### src/rtl/piso_pkg.sv
// +-----------------------------------------------------------------------------+
// | Module   : piso_pkg                                                         |
// | Brief    : Shared FSM state type and counter sizing for piso_serializer.    |
// | Revision : 1.0 - initial release                                            |
// +-----------------------------------------------------------------------------+
`default_nettype none

package piso_pkg;

    typedef enum logic [0:0] {
        IDLE  = 1'b0,
        SHIFT = 1'b1
    } state_e;

    // Counter must reach WIDTH, which is the parity slot when parity is built in.
    function automatic int piso_cnt_w(input int width);
        return $clog2(width + 1);
    endfunction

    localparam int CNT_W_DEFAULT = piso_cnt_w(4);

endpackage : piso_pkg

`default_nettype wire

### src/rtl/piso_serializer.sv
// +-----------------------------------------------------------------------------+
// | Module   : piso_serializer                                                  |
// | Brief    : Parallel-in serial-out transmitter with one-word hold register.  |
// |            Optional even-parity bit per frame when PISO_PARITY_EN is set.   |
// | Revision : 1.0 - initial release                                            |
// +-----------------------------------------------------------------------------+
`default_nettype none

module piso_serializer
    import piso_pkg::*;
#(
    parameter int WIDTH     = 4,
    parameter bit MSB_FIRST = 1'b1
) (
    input  logic             clk,
    input  logic             rst,
    input  logic             load,
    output logic             load_ready,
    input  logic [WIDTH-1:0] PI,
    output logic             so,
    output logic             so_valid,
    output logic             so_last,
    output logic             busy
);

    localparam int CNT_W = piso_cnt_w(WIDTH);
`ifdef PISO_PARITY_EN
    localparam int FRAME = WIDTH + 1;
`else
    localparam int FRAME = WIDTH;
`endif
    localparam logic [CNT_W-1:0] LAST_CNT = CNT_W'(FRAME - 1);

    state_e             state_q,     state_d;
    logic [WIDTH-1:0]   shreg_q,     shreg_d;
    logic [CNT_W-1:0]   cnt_q,       cnt_d;
    logic [WIDTH-1:0]   hold_q,      hold_d;
    logic               hold_full_q, hold_full_d;

    logic               w_accept;
    logic               w_is_last;
    logic               w_data_bit;
    logic [WIDTH-1:0]   w_shifted;

    assign w_accept  = load & ~hold_full_q;
    assign w_is_last = (state_q == SHIFT) && (cnt_q == LAST_CNT);
    assign w_shifted = MSB_FIRST ? {shreg_q[WIDTH-2:0], 1'b0}
                                 : {1'b0, shreg_q[WIDTH-1:1]};

`ifdef PISO_PARITY_EN
    logic parity_q, parity_d;

    // Parity is captured at frame start so the shift register can drain freely.
    assign w_data_bit = (cnt_q == CNT_W'(WIDTH)) ? parity_q
                      : (MSB_FIRST ? shreg_q[WIDTH-1] : shreg_q[0]);
`else
    assign w_data_bit = MSB_FIRST ? shreg_q[WIDTH-1] : shreg_q[0];
`endif

    always_comb begin
        state_d     = state_q;
        shreg_d     = shreg_q;
        cnt_d       = cnt_q;
        hold_d      = hold_q;
        hold_full_d = hold_full_q;
`ifdef PISO_PARITY_EN
        parity_d    = parity_q;
`endif
        case (state_q)
            IDLE: begin
                if (w_accept) begin
                    shreg_d = PI;
                    cnt_d   = '0;
                    state_d = SHIFT;
`ifdef PISO_PARITY_EN
                    parity_d = ^PI;
`endif
                end
            end
            SHIFT: begin
                if (w_is_last) begin
                    cnt_d = '0;
                    if (hold_full_q) begin
                        shreg_d     = hold_q;
                        hold_full_d = 1'b0;
`ifdef PISO_PARITY_EN
                        parity_d    = ^hold_q;
`endif
                    end else if (w_accept) begin
                        shreg_d = PI;
`ifdef PISO_PARITY_EN
                        parity_d = ^PI;
`endif
                    end else begin
                        shreg_d = '0;
                        state_d = IDLE;
                    end
                end else begin
                    shreg_d = w_shifted;
                    cnt_d   = cnt_q + 1'b1;
                    if (w_accept) begin
                        hold_d      = PI;
                        hold_full_d = 1'b1;
                    end
                end
            end
            default: begin
                state_d = IDLE;
            end
        endcase
    end

    always_ff @(posedge clk or negedge rst) begin
        if (!rst) begin
            state_q     <= IDLE;
            shreg_q     <= '0;
            cnt_q       <= '0;
            hold_q      <= '0;
            hold_full_q <= 1'b0;
`ifdef PISO_PARITY_EN
            parity_q    <= 1'b0;
`endif
        end else begin
            state_q     <= state_d;
            shreg_q     <= shreg_d;
            cnt_q       <= cnt_d;
            hold_q      <= hold_d;
            hold_full_q <= hold_full_d;
`ifdef PISO_PARITY_EN
            parity_q    <= parity_d;
`endif
        end
    end

    // All outputs decode flops only, so reset clears them without a clock edge.
    assign so_valid   = (state_q == SHIFT);
    assign so         = so_valid & w_data_bit;
    assign so_last    = w_is_last;
    assign busy       = so_valid | hold_full_q;
    assign load_ready = ~hold_full_q;

endmodule : piso_serializer

`default_nettype wire

### config.mk
export PLATFORM = sky130hd
export DESIGN_NAME = piso_serializer
export DESIGN_NICKNAME = d
export VERILOG_FILES = /design/src/rtl/piso_pkg.sv /design/src/rtl/piso_serializer.sv
export SDC_FILE = /design/constraint.sdc
export NUM_CORES = 1
export LEC_CHECK = 0
export CAP_MARGIN = 20
export CORE_MARGIN = 4
export CORE_UTILIZATION = 38
export DETAILED_ROUTE_END_ITERATION = 10
export REMOVE_ABC_BUFFERS = 1
export SLEW_MARGIN = 20
export SYNTH_ARGS = -nofsm -noshare
export SYNTH_HDL_FRONTEND = slang
export SYNTH_SLANG_ARGS = --single-unit
### constraint.sdc
create_clock -name clk -period 1.4 [get_ports clk]
set_input_delay 0.28 -clock clk [delete_from_list [all_inputs] [get_ports clk]]
set_output_delay 0.28 -clock clk [all_outputs]
set_load 0.05 [all_outputs]
Yosys cells after proc, flatten, opt, wreduce, memory -nomap -nowiden

Index checks and enable logic that the tools add are counted.

Output and inout port bits: 5
Register bits after elaboration: 13
Input port bits: 7

Eq/ne operators: 2
Reduce and logical (&&, ||, !) cells: 4
$add $sub $neg: 1
Muxes and demuxes: 14
Bitwise logic cells: 6

Operators by type and width:

| operator            | count |
|---|---|
| $mux 4              | 4 |
| $pmux 4 s2          | 1 |
| $mux 3              | 2 |
| $pmux 3 s2          | 1 |
| $mux 1              | 5 |
| $add 3x1->3 const B | 1 |
| $eq 3x2->1 const B  | 1 |
| $not 1->1           | 3 |
| $reduce_and 3->1    | 1 |
| $and 1x1->1         | 2 |
| $ne 2x2->1 const B  | 1 |
| $pmux 1 s2          | 1 |
| $reduce_and 2->1    | 1 |
| $reduce_bool 2->1   | 1 |
| $logic_and 1x1->1   | 1 |
| $or 1x1->1          | 1 |

Depth between registers and ports, before layout

Word-level depth: 6
Mapped depth: 4

Worst setup path after synthesis

OpenSTA, ideal clock, no wires.

Path kind: register -> output
Start point: register state_q, in the netlist so_valid
End point: output port so
Buffers on the path: 1
Arrival time: 1442 ps
Required time: 1120 ps
Stages on the path, launching flop included: 3
Setup slack: -322 ps
Path through: dfrtp_1 -> buf_2 -> and2_1

Cells in the longest elaborated chain, start to end: 1

Ends and longest elaborated chain:

| element                  | line                   | RTL |
|---|---|---|
| start: declaration       | piso_serializer.sv:34  | `state_e state_q, state_d;` |
| start signal: assignment | piso_serializer.sv:124 | `state_q <= state_d;` |
| $and 1x1->1              | piso_serializer.sv:137 | `assign so = so_valid & w_data_bit;` |
| end: declaration         | piso_serializer.sv:20  | `output logic so,` |

Every way passes these cells.

Worst setup path after layout

Start point: register cnt_q[1]
End point: output port so_last

Cells in the longest elaborated chain, start to end: 2

Ends and longest elaborated chain:

| element                  | line                   | RTL |
|---|---|---|
| start: declaration       | piso_serializer.sv:36  | `logic [CNT_W-1:0] cnt_q, cnt_d;` |
| start signal: assignment | piso_serializer.sv:126 | `cnt_q <= cnt_d;` |
| $eq 3x2->1               | piso_serializer.sv:46  | `assign w_is_last = (state_q == SHIFT) && (cnt_q == LAST_CNT);` |
| $logic_and 1x1->1        | piso_serializer.sv:46  |  |
| end: declaration         | piso_serializer.sv:22  | `output logic so_last,` |

Every way passes these cells.

==> impl_metrics.toml <==
[clock_network]
h-tree-depth = 1
clkTransAtPathRegs_ps = 80
clockBufferDepth = 2
cts_buffers = 3
clockRootBuffer = "clkbuf_4"
cts_tree = "done"
insertion_delay_ps = 280
cts.sinks = 13

[job]
drv_cap = 0

[drt]
firstDrtPassIters = 4
drc_errors = 0
ant_nets = 0
avgRoutedWirePerCell_um = 13.7
viasPerCell = 4.98
first_iter_violations = 11
wl_mm = 1.63
vias = 593

[global_route]
gr-total-overflow = 0
antenna_found_initial = 0
first_global_vias = 573
grt_max_degree = 14
grt_pass1_wl_mm = 2.75
grt.total_usage_pct = 14.8

[yosys]
synthTopCellsByArea = "dfrtp_1 (48%), mux2_4 (8.8%), nand2_1 (4.9%), nand3_1 (4.4%), o21ai_0 (4.4%)"
syn_inst = 67
ys_ff_latch = 13
yosys_warnings = 0
synth_edf_count = 0
synth_cell_types = 22
ys_async_sr_fraction_pct = 100
synthFlopType = "dfrtp_1"
ys_seq_area_share_pct = 47.5
syn_area_sq_um = 684
postSynthAreaPerCell_sq_um = 10.2
yosys.area.top_type = "dfrtp_1"
synth_top_area_share_pct = 47.5

[sta]
setup_tns_ps = -81.2
finalHoldViolations = 0
rsz0062_at_grt = "true"
post-route-period-util_pct = 106
layout_min_cycle_time_ps = 1480
tightestPinTransition_ps = 210
setup_ws_ps = -81.2
final-setup-viol-count = 1
relSlewSlack_pct = 86.0
skew_ps = 0.708
max_freq_mhz = 675
maxSlewViolCount = 0

[die]
die-area_sq_um = 2540
core_area_sq_um = 1710
start_util_pct = 40.1
rows = 15
fp.dieW_um = 50.4
die_h_um = 50.4
ioPinCount = 12

[critical_path]
cp.depth = 4
end_kind = "primary output"
startpoint_type = "flop"
path_cells = "ha_2, nand3b_1, inv_2, buf_12"
crit_type = "reg -> out"
critical_path_required_ps = 1120
crit_buf_inv = 2
cp_slowest_cell = "dfrtp_1"
crit_fanout = 3
reg2reg_depth = 6
arrival_ps = 1200
critPathTopFamily = "flip-flops"
cpPeakStageDelay_ps = 370

[power_and_ir_drop]
intPower_uw = 1350
p_leak_uw = 0.000460
switching_share_pct = 39.7
seq_power_share_pct = 28.8
comb_power_share_pct = 60.6
total_power_uw = 2240
power_density_nw_per_um2 = 2220
pwr-share-clk_pct = 10.6
ir_drop_mv = 1.09
switchingPower_uw = 890

[final_layout]
drive_gt1_share_pct = 36.2
antenna-diode-count = 0
layout_common_cells = "buf_4 (13), dfrtp_1 (12), nand2_1 (8), nand3_1 (6), clkdlybuf4s50_1 (6)"
final_common_cell = "buf_4"
fin_area_sq_um = 1010
area_growth_syn_to_layout_pct = 47.5
nets = 103

[placed_design]
io_buffer_count = 11
place_area_sq_um = 930
hpwl_mm = 1.22
place_ws_ps = -300
routabilityCongestion = 0.770

[hold_path]
hp-class = "in -> async"

[outcome]
violations = "setup timing"
status = "finished with violations"
==> repair_timing <==
action | CTS | global route
hold buffers | 0 | 0
resized for setup | 9 | 3
setup endpoints to repair | 3 | 5
setup buffers | 3 | 3
pin swaps | 3 | 1
hold endpoints to repair | 0 | 0
==> cell usage after synthesis, types with 2 or more instances <==
master and number:
o21ai_0 6, buf_2 2, nand3b_1 4, nor3_1 3, a21o_1 3, a31oi_1 3, mux2_4 4, inv_1 3
nand3_1 6, dfrtp_1 13, nand2_1 9
==> cell type report <==
cell class                 instances  area, sq um
inverter                           3         13.8
clock buffer                       4         26.3
sequential                        13          327
timing repair buffer              26          280
fill                             157          698
multi-input combinational         48          332
tap                               25         31.3
==> worst paths after layout <==
path	from	to	slack, ps
worst min register to register	cnt_q[2]$_DFFE_PN0P_	cnt_q[2]$_DFFE_PN0P_	520
max in group asynchronous	rst	so_valid$_DFF_PN0_	920
min in group clk	cnt_q[2]$_DFFE_PN0P_	cnt_q[2]$_DFFE_PN0P_	520
worst max-delay path	cnt_q[1]$_DFFE_PN0P_	so_last	-80
worst min-delay path	rst	shreg_q[3]$_DFFE_PN0P_	300
worst max register to register	cnt_q[1]$_DFFE_PN0P_	shreg_q[3]$_DFFE_PN0P_	70
==> cells by family (layout without fill, tap and decap cells) <==
group | count (synthesis) | after routing | synth area share [%]
flip-flops | 13 | 13 | 47.5
multiplexers | 5 | 5 | 10.2
AO/OA/AOI/OAI | 15 | 15 | 13.2
AND/OR/NAND/NOR | 27 | 27 | 22.5
adder cells (fa/ha/maj) | 1 | 1 | 1.83
buffers and inverters | 6 | 33 | 4.75
==> stage by stage <==
step                      utilization, %  cells  hold WS (ps)
after floorplan                        -     64         -15.6
after global placement              54.4    110           490
after detailed placement            54.4    110           491
after CTS                           58.3    117           302
after global routing                59.1    119           301
final                               59.1    119           303
==> layer usage <==
metal | vias up | share of wire, % | routed length [um] | track usage, %
li1 | 292 | - | - | -
met1 | 287 | 47 | 767 | 18.3
met2 | 9 | 47 | 762 | 23.3
met3 | 5 | 3.7 | 60 | 4.75
met4 | 0 | 2.3 | 37 | 6.73
met5 | - | 0 | 0 | 0
==> registers in the layout (all words and copies together) (netlist names) <==
name         flops
cnt_q            3
hold_full_q      1
hold_q           4
shreg_q          4
so_valid         1
==> worst reg2reg max path: stages (launching register included) <==
cell	delay, ps
dfrtp_1	370
ha_2	200
nand3b_1	110
buf_4	150
buf_6	110
a21o_1	150
a31oi_1	160
==> power groups by stage <==
stage	logic (uW)	registers, uW	clock network [uW]
2_1_floorplan	648	690	0
6_report	1360	646	237
5_1_grt	1460	667	264
3_5_place_dp	1220	648	0
4_1_cts	1320	646	246
3_3_place_gp	1200	645	0
Note: power is estimated with default switching activity, not from simulation.
